### config.mk
export PLATFORM = sky130hd
export DESIGN_NAME = board_run_control
export DESIGN_NICKNAME = d
export VERILOG_FILES = /design/src/rtl/board_run_control.sv
export SDC_FILE = /design/constraint.sdc
export NUM_CORES = 1
export LEC_CHECK = 0
export ABC_CLOCK_PERIOD_IN_PS = 4600
export CAP_MARGIN = 25
export CORE_MARGIN = 2
export CORE_UTILIZATION = 25
export DETAILED_ROUTE_END_ITERATION = 8
export GPL_TIMING_DRIVEN = 0
export PLACE_DENSITY = 0.53
export SLEW_MARGIN = 20
export SYNTH_ARGS = -nofsm -noshare
export SYNTH_HDL_FRONTEND = slang
export SYNTH_SLANG_ARGS = --single-unit
### constraint.sdc
create_clock -name i_oszClk -period 4.6 [get_ports i_oszClk]
set_input_delay 0.92 -clock i_oszClk [delete_from_list [all_inputs] [get_ports i_oszClk]]
set_output_delay 0.92 -clock i_oszClk [all_outputs]
set_load 0.01 [all_outputs]
### src/rtl/board_run_control.sv
// board_run_control: conditions operator controls and gates the datapath clock enable via a run/halt/step FSM with breakpoint
module board_run_control #(
  parameter int DEBOUNCE_CYCLES = 25000,
  parameter int CNT_WIDTH       = 15
) (
  input  logic        i_oszClk,
  input  logic        i_resetn,
  input  logic        i_btnStep,
  input  logic        i_swInstrNCycle,
  input  logic        i_swStepNRun,
  input  logic        i_swEnableBreakpoint,
  input  logic [15:0] i_breakpointAddress,
  input  logic [15:0] i_pc,
  input  logic        i_instrBoundary,
  output logic        o_clkEnable,
  output logic        o_halted,
  output logic        o_breakHit,
  output logic [1:0]  o_state
);
  typedef enum logic [1:0] {HALT = 2'd0, RUN = 2'd1, STEP_CYCLE = 2'd2, STEP_INSTR = 2'd3} state_t;
  localparam logic [CNT_WIDTH-1:0] CNT_MAX = CNT_WIDTH'(DEBOUNCE_CYCLES - 1);
  logic [3:0] raw, meta_q, sync_q, deb_q, deb_d;
  logic [CNT_WIDTH-1:0] cnt_q [4];
  logic [CNT_WIDTH-1:0] cnt_d [4];
  logic btn_prev_q, btn_prev_d;
  logic break_hit_q, break_hit_d;
  state_t state_q, state_d;
  logic step_pulse, step_n_run, instr_n_cycle, bp_en, bp_hit;
  assign raw = {i_swEnableBreakpoint, i_swStepNRun, i_swInstrNCycle, i_btnStep};
  assign step_pulse    = deb_q[0] & ~btn_prev_q;
  assign instr_n_cycle = deb_q[1];
  assign step_n_run    = deb_q[2];
  assign bp_en         = deb_q[3];
  assign bp_hit        = bp_en && i_instrBoundary && (i_pc == i_breakpointAddress);
  always_comb begin
    btn_prev_d = deb_q[0];
    for (int i = 0; i < 4; i++) begin
      cnt_d[i] = (sync_q[i] != deb_q[i] && cnt_q[i] != CNT_MAX) ? cnt_q[i] + 1'b1 : '0;
      deb_d[i] = (sync_q[i] != deb_q[i] && cnt_q[i] == CNT_MAX) ? sync_q[i] : deb_q[i];
    end
  end
  // A breakpoint stop latches until the operator returns to step mode while halted.
  always_comb begin
    state_d     = state_q;
    break_hit_d = break_hit_q;
    case (state_q)
      HALT: begin
        if (!step_n_run && !break_hit_q) state_d = RUN;
        else if (step_pulse && step_n_run) state_d = instr_n_cycle ? STEP_INSTR : STEP_CYCLE;
        if (step_n_run) break_hit_d = 1'b0;
      end
      RUN: begin
        if (step_n_run) state_d = HALT;
        else if (bp_hit) begin
          state_d     = HALT;
          break_hit_d = 1'b1;
        end
      end
      STEP_CYCLE: state_d = HALT;
      default: state_d = i_instrBoundary ? HALT : STEP_INSTR;
    endcase
  end
  always_ff @(posedge i_oszClk or negedge i_resetn) begin
    if (!i_resetn) begin
      meta_q      <= '0;
      sync_q      <= '0;
      deb_q       <= '0;
      btn_prev_q  <= 1'b0;
      break_hit_q <= 1'b0;
      state_q     <= HALT;
      for (int i = 0; i < 4; i++) cnt_q[i] <= '0;
    end else begin
      meta_q      <= raw;
      sync_q      <= meta_q;
      deb_q       <= deb_d;
      btn_prev_q  <= btn_prev_d;
      break_hit_q <= break_hit_d;
      state_q     <= state_d;
      cnt_q       <= cnt_d;
    end
  end
  assign o_clkEnable = state_q != HALT;
  assign o_halted    = state_q == HALT;
  assign o_breakHit  = break_hit_q;
  assign o_state     = state_q;
endmodule

# Word-level counts from Yosys, hierarchy flattened
# Cells that the tools add are included.
# word_totals
reg_bits	76
input_bits	39
out_inout_bits	5
elab_cells	73
# classes
add_sub_neg	4
eq_ne	20
mux	15
bitwise_logic	2
n_reduce_logical	19
# ops
op	count
$add A15 B1 Y15 const B	4
$eq A15 B15 Y1 const B	4
$mux W15	4
$ne A15 B15 Y1 const B	4
$eq A16 B16 Y1	1
$logic_and A1 B1 Y1	12
$mux W2	5
$pmux W2 S3	1
$mux W1	4
$ne A1 B1 Y1	4
$ne A2 B2 Y1 const B	2
$reduce_and A4 Y1	1
$reduce_bool A2 Y1	2
$ne A3 B1 Y1 const B	1
$ne A3 B3 Y1 const B	1
$eq A2 B1 Y1 const B	1
$eq A2 B2 Y1 const B	1
$logic_not A1 Y1	2
$logic_not A2 Y1	1
$ne A2 B1 Y1 const B	1
$pmux W1 S2	1
$reduce_and A2 Y1	1
$and A1 B1 Y1	1
$not A1 Y1	1

# Depth between registers and ports, before layout
# Gate-level depths: netlist of run 1.
# depth
word_depth	6
mapped_depth	7
mapped_depth_nobuf	6

# Least setup slack after synthesis of run 1
# No wires, ideal clock.
# synth_path
kind	input-to-reg
from	in i_breakpointAddress[8]
to	reg break_hit_q (netlist: o_breakHit)
setup_time_ns	0.064
t_arrival_ns	1.785
required_time_ns	4.536
slack_ns	2.751
stages	5
path_buffers	0
cell_sequence	xor2_1 -> nor4_1 -> nand4_1 -> nor3_1 -> a31o_2
# synth_via
elab_chain_cells	4
# synth_rtl
item	line	text
start: declaration	12	input logic [15:0] i_breakpointAddress,
$eq A16 B16 Y1	34	assign bp_hit = bp_en && i_instrBoundary && (i_pc == i_breakpointAddress);
$logic_and A1 B1 Y1	34	
$ne A2 B2 Y1 (no source line)	-	
$reduce_and A4 Y1 (no source line)	-	
end signal: assignment	77	break_hit_q <= break_hit_d;
end: declaration	26	logic break_hit_q, break_hit_d;
# Every way passes these cells.
# A chain may end at the register's enable or synchronous reset.

# Worst setup path after layout of run 1
# layout_path
from	reg state_q[0] (netlist: o_state[0])
to	out o_halted
# layout_via
elab_chain_cells	1
# layout_rtl
item	line	text
start: declaration	27	state_t state_q, state_d;
start signal: assignment	78	state_q <= state_d;
$logic_not A2 Y1	83	assign o_halted = state_q == HALT;
end: declaration	16	output logic o_halted,
# Every way passes these cells.

==> results.json, run 1 <==
{
  "switching_share_pct": 21.6,
  "start_util_pct": 25.5,
  "drt-initial-drc-count": 85,
  "post_cts_buffers": 0,
  "startpoint": "o_state[0]$_DFFE_PN0P_",
  "io_pins": 44,
  "clock_sink_count": 76,
  "root_buffer": "clkbuf_16",
  "grt_max_degree": 53,
  "clockBufferDepth": 2,
  "reg2reg_slack_ns": 2.66,
  "ys_seq_elements": 76,
  "syn_to_final_growth_pct": 28.4,
  "routed_wl_um": 6430,
  "finalHoldViolCount": 0,
  "wl_per_cell_um": 10.9,
  "overflow": 0,
  "num_rows": 43,
  "clkLatencyLatePin_ns": 0.33,
  "r2r_start": "cnt_q[45]$_DFF_PN0_",
  "yosys_warnings": 0,
  "crit_type": "reg2out",
  "drt_pass1_iterations": 4,
  "dieArea_um2": 15100,
  "cts_buffers": 9,
  "fillers": 1415,
  "outcome": "complete, no violations",
  "cp-start-kind": "register",
  "final.setup.tns_ns": 0,
  "final_nets": 449,
  "antenna_found_initial": 0,
  "internal-power_mw": 1.21,
  "top_usage_layer": "met2",
  "core_area_um2": 13800,
  "place_hpwl_um": 4560,
  "fin_skew_ns": 0.00411,
  "fmax_mhz": 390,
  "setup_viol": 0,
  "synth_fp_nets": 394,
  "cts_resized": 0,
  "fp.dieH_um": 123,
  "io_buffers": 43,
  "cts_hold_buf": 0,
  "fin_crit_sh_pct": 55.8,
  "max-vdd-ir-drop_uv": 204,
  "synth.avg_cell_area_um2": 10.0,
  "drive_gt1_share_pct": 7.06,
  "worst_r2r_path_depth": 7,
  "h-tree-depth": 3,
  "fin_total_pwr_mw": 1.55,
  "vias": 2544,
  "stdcell_count": 591,
  "grt_pass1_vias": 2579,
  "viasPerCell": 4.30,
  "worstMarginPinSlew_ns": 0.521,
  "die_width_um": 123,
  "report.final.slew_viol_count": 0,
  "drcViolationCount": 0,
  "rsz0062_at_grt": "no",
  "yosysUniqueCellTypes": 26,
  "power_density_nw_per_um2": 342,
  "grtUsageMet1_pct": 11.6,
  "p_leak_nw": 1.91,
  "track_usage_pct": 9.71,
  "syn_area_um2": 3530,
  "period_needed_ns": 2.57,
  "utilization_pct": 32.8,
  "p_comb_share_pct": 6.4,
  "met3_usage_pct": 3.21,
  "r2r-end": "cnt_q[50]$_DFF_PN0_",
  "worstSetupEndpointType": "output port",
  "crit_end": "o_halted",
  "cap_viol_max_count": 0,
  "dp.cells": 575,
  "grt_pass1_wl_um": 11500,
  "slew_headroom_pct": 65.0,
  "synth_cells": 351,
  "place.gp.congestion": 0.775,
  "p_sw_mw": 0.334,
  "holdWs_ns": 0.345,
  "path_max_fanout": 6,
  "pwr-share-seq_pct": 44.7,
  "path_clk_slew_ns": 0.06,
  "clkPwrFrac_pct": 48.9,
  "arrival_ns": 1.65,
  "synth_sequential_area_ratio_pct": 53.9,
  "hp-class": "reg2reg",
  "ant_nets": 0,
  "cp.required_ns": 3.68,
  "cts_tree": "built",
  "diodes": 0,
  "grtUsageMet2_pct": 15.4
}
## per-stage QoR
step | cell area, um^2 | setup WS [ns]
3_5_place_dp | 4210 | 2.19
5_1_grt | 4530 | 1.97
4_1_cts | 4530 | 2.02
6_report | 4530 | 2.03
3_3_place_gp | 4180 | -0.0208
2_1_floorplan | 3530 | 2.75
## Yosys cell counts, drive strengths merged
cell	n	area share [%]
nor2	75	8.0
and3	12	2.2
nor4	7	1.2
o21ai	3	0.43
buf	1	0.32
xor2	44	11
or4b	1	0.28
inv	4	0.43
nand3	30	4.3
o21a	1	0.21
nor2b	1	0.18
clkbuf	3	0.32
mux2	4	1.3
nand2	31	3.4
ha	4	1.4
dfrtp	76	54
a21oi	2	0.28
a31o	2	0.50
nand2b	1	0.18
xnor2	27	6.7
nor3	11	1.6
nand4	7	1.2
or3	3	0.53
nor3b	1	0.21
## worst min-delay path by stage
stage                             start                   to  slack [ns]  cells past startpoint
floorplan           meta_q[0]$_DFF_PN0_  sync_q[0]$_DFF_PN0_        0.33                      0
global placement    meta_q[0]$_DFF_PN0_  sync_q[0]$_DFF_PN0_        0.33                      0
detailed placement  meta_q[0]$_DFF_PN0_  sync_q[0]$_DFF_PN0_        0.34                      0
CTS                 meta_q[0]$_DFF_PN0_  sync_q[0]$_DFF_PN0_        0.35                      0
global route        meta_q[0]$_DFF_PN0_  sync_q[0]$_DFF_PN0_        0.35                      0
finish              meta_q[1]$_DFF_PN0_  sync_q[1]$_DFF_PN0_        0.35                      0
## kinds of logic (layout without fill, tap and decap cells)
kind of cell | Yosys count | after routing | synth area share (%)
simple gates | 180 | 180 | 23.3
flops | 76 | 76 | 53.9
xor+xnor | 71 | 71 | 17.6
compound gates | 8 | 8 | 1.42
buf+inv | 8 | 68 | 1.06
fa+ha+maj | 4 | 4 | 1.42
mux | 4 | 4 | 1.28
## metal layers
layer  up-vias  part of all wire [%]
met1      1203                    46
met3         7                   5.4
met5         -                     0
met2        58                    46
li1       1276                     -
met4         0                   2.2
## power groups by stage
| stage | registers (mW) | logic [mW] | clock network (mW) |
|---|---|---|---|
| 3_5_place_dp | 0.704 | 0.102 | 0 |
| 5_1_grt | 0.694 | 0.113 | 0.804 |
| 2_1_floorplan | 0.703 | 0.0355 | 0 |
| 3_3_place_gp | 0.704 | 0.0980 | 0 |
| 4_1_cts | 0.692 | 0.103 | 0.781 |
| 6_report | 0.692 | 0.0996 | 0.756 |
## critical path, stage by stage (launching register included)
cell and delay, ns:
dfrtp_1 0.43, nor2_1 0.27, clkdlybuf4s50_1 0.60
## placed cells by master, fill, tap and decap left out
| cell type | instances |
|---|---|
| a21oi_1 | 2 |
| a31o_2 | 2 |
| and3_1 | 9 |
| and3_2 | 3 |
| buf_16 | 1 |
| buf_4 | 1 |
| buf_6 | 1 |
| bufinv_16 | 2 |
| clkbuf_1 | 3 |
| clkbuf_16 | 9 |
| clkdlybuf4s50_1 | 42 |
| clkinv_2 | 1 |
| clkinvlp_4 | 2 |
| dfrtp_1 | 76 |
| ha_1 | 4 |
| inv_1 | 4 |
| inv_6 | 2 |
| mux2_2 | 4 |
| nand2_1 | 30 |
| nand2_2 | 1 |
| nand2b_1 | 1 |
| nand3_1 | 30 |
| nand4_1 | 7 |
| nor2_1 | 75 |
| nor2b_1 | 1 |
| nor3_1 | 11 |
| nor3b_1 | 1 |
| nor4_1 | 7 |
| o21a_1 | 1 |
| o21ai_0 | 3 |
| or3_1 | 3 |
| or4b_1 | 1 |
| xnor2_1 | 27 |
| xor2_1 | 44 |
## cell type report
type                            instances  area [um^2]  share of cell area, %
Sequential cell                        76         1900                   42.0
Multi-Input combinational cell        267         1590                   35.0
Timing Repair Buffer                   44          455                   10.1
Clock buffer                            9          225                   4.97
Tap cell                              180          225                   4.97
Clock inverter                          7         97.6                   2.15
Buffer                                  4         22.5                  0.497
Inverter                                4         15.0                  0.331
## flip-flops by register name, summed over array words and instances (netlist names)
| register | cells |
|---|---|
| btn_prev_q | 1 |
| meta_q | 4 |
| cnt_q | 60 |
| sync_q | 4 |
| o_state | 2 |
| o_breakHit | 1 |
| deb_q | 4 |
Note: power is estimated with default switching activity, not from simulation.
==> run 2, diff against run 1 <==
ABC_CLOCK_PERIOD_IN_PS = 2700   (was 4600)
clock period = 2.7 ns   (was 4.6 ns; I/O delays follow)
==> results of run 2 <==
The final DEF is identical to that of run 1. Status: complete, no violations.
Main changes from that run: setup slack after placement 2.19 ns -> 0.667 ns; setup slack after layout 2.03 ns -> 0.514 ns; hold slack 0.345 ns -> 0.113 ns; register-to-register setup slack 2.66 ns -> 0.76 ns; total power 1.55 mW -> 2.64 mW; worst IR drop on VDD 204 uV -> 348 uV
==> run 3, diff against run 2 <==
ABC_CLOCK_PERIOD_IN_PS = 2050   (was 2700)
clock period = 2.05 ns   (was 2.7 ns; I/O delays follow)
==> results.json, run 3 (same netlist as run 1, synthesis figures left out) <==
{
  "dp_slack_ns": 0.134,
  "period_needed_ns": 1.97,
  "setup_viol": 0,
  "track_usage_pct": 9.72,
  "io_pins": 44,
  "final_nets": 449,
  "report.final.slew_viol_count": 0,
  "num_rows": 43,
  "top_usage_layer": "met2",
  "cap_viol_max_count": 0,
  "cp.required_ns": 1.64,
  "crit_type": "reg2out",
  "fmax_mhz": 508,
  "drt-initial-drc-count": 88,
  "fp.dieH_um": 123,
  "hp-class": "reg2reg",
  "holdWs_ns": 0.345,
  "antenna_found_initial": 0,
  "vias": 2548,
  "internal-power_mw": 2.73,
  "worst_slack_ns": 0.0824,
  "path_max_fanout": 6,
  "drt_pass1_iterations": 4,
  "syn_to_final_growth_pct": 28.8,
  "grtUsageMet1_pct": 11.6,
  "drive_gt1_share_pct": 7.79,
  "start_util_pct": 25.5,
  "h-tree-depth": 3,
  "routed_wl_um": 6410,
  "io_buffers": 43,
  "final_cell_mix": "dfrtp_1 (76), nor2_1 (74), xor2_1 (44), clkdlybuf4s50_1 (42)",
  "worstMarginPinSlew_ns": 0.522,
  "drcViolationCount": 0,
  "post_cts_buffers": 0,
  "place.gp.congestion": 0.775,
  "overflow": 0,
  "clock_sink_count": 76,
  "cp_slowest_stage_delay_ns": 0.57,
  "switching_share_pct": 21.6,
  "rsz0062_at_grt": "no",
  "die_width_um": 123,
  "dieArea_um2": 15100,
  "p_leak_nw": 1.91,
  "slew_headroom_pct": 64.9,
  "fin_total_pwr_mw": 3.48,
  "cts_tree": "built",
  "clockBufferDepth": 2,
  "diodes": 0,
  "grtUsageMet2_pct": 15.4,
  "power_density_nw_per_um2": 766,
  "cpMaxStageDelayCell": "clkdlybuf4s50_1",
  "p_comb_share_pct": 6.5,
  "fin_crit_sh_pct": 96.0,
  "outcome": "complete, no violations",
  "cts_buffers": 9,
  "grt_pass1_wl_um": 11500,
  "clkPwrFrac_pct": 48.9,
  "p_sw_mw": 0.752,
  "viasPerCell": 4.31,
  "largest_register": "cnt_q",
  "cp-start-kind": "register",
  "path_clk_slew_ns": 0.06,
  "met3_usage_pct": 3.21,
  "finalHoldViolCount": 0,
  "fillers": 1409,
  "wl_per_cell_um": 10.8,
  "place_hpwl_um": 4560,
  "root_buffer": "clkbuf_16",
  "clkLatencyLatePin_ns": 0.33,
  "grt_max_degree": 53,
  "max-vdd-ir-drop_uv": 458,
  "ant_nets": 0,
  "worstSetupEndpointType": "output port",
  "pwr-share-seq_pct": 44.7,
  "path_cells": "nor2_2 -> clkdlybuf4s50_1",
  "core_area_um2": 13800,
  "fin_skew_ns": 0.00417,
  "layout_commonest_cell": "dfrtp_1",
  "grt_pass1_vias": 2580,
  "arrival_ns": 1.56,
  "largest_reg_flops": 60
}
[run 3: cell count changes in the layout (fill, tap and decap cells not counted)]
cell / change
clkbuf_2: +2
dlygate4sd3_1: +1
nor2_1: -1
nor2_2: +1
clkbuf_1: -3
[run 3: final timing paths]
check                                       start  slack (ns)  depth (start not counted)                  end
max                        o_state[0]$_DFFE_PN0P_        0.08                          2             o_halted
min                           meta_q[1]$_DFF_PN0_        0.35                          0  sync_q[1]$_DFF_PN0_
max reg2reg                   cnt_q[40]$_DFF_PN0_        0.23                          6  cnt_q[40]$_DFF_PN0_
min reg2reg                   meta_q[1]$_DFF_PN0_        0.35                          0  sync_q[1]$_DFF_PN0_
max in group asynchronous                i_resetn        0.97                          3  cnt_q[55]$_DFF_PN0_
min in group asynchronous                i_resetn        0.52                          2   cnt_q[9]$_DFF_PN0_
[run 3: cell type report]
cell class	instances	area, um^2	area share, %
sequential	76	1900	41.9
multi-input combinational	267	1590	35.0
timing repair buffer	45	465	10.2
clock buffer	9	225	4.96
tap	180	225	4.96
clock inverter	7	97.6	2.15
buffer	3	21.3	0.468
inverter	4	15.0	0.331
[run 3: power by group through the flow]
stage,Clock [mW],Combinational [mW],Sequential (mW)
after floorplan,0,0.0796,1.58
final,1.70,0.226,1.55
after detailed placement,0,0.229,1.58
after global placement,0,0.220,1.58
after global routing,1.81,0.257,1.56
after CTS,1.75,0.233,1.55
[run 3: stage by stage]
stage / setup TNS [ns] / util, % / cells / area, um^2
6_report: 0 / 32.8 / 591 / 4540
5_1_grt: 0 / 32.8 / 591 / 4540
4_1_cts: 0 / 32.9 / 592 / 4540
3_5_place_dp: 0 / 30.4 / 575 / 4210
3_3_place_gp: -156.30 / 30.3 / 574 / 4180
2_1_floorplan: 0 / - / 351 / 3530
[run 3: what timing repair did]
| item | 4_1_cts | 5_1_grt |
|---|---|---|
| hold endpoints to repair | 24 | 0 |
| setup endpoints to repair | 1 | 30 |
| resized for setup | 1 | 4 |
| hold buffers | 1 | 0 |
[run 3: worst max-delay path: cells and delay by family, from the launching register on]
| family | cells | cell delay (ns) |
|---|---|---|
| buffers and inverters | 1 | 0.57 |
| flip-flops | 1 | 0.44 |
| AND/OR/NAND/NOR | 1 | 0.21 |
[run 3: layer usage]
layer | up-vias | routed length, um
met3 | 8 | 344
met2 | 54 | 2940
met5 | - | 0
li1 | 1278 | -
met4 | 0 | 140
met1 | 1208 | 2980
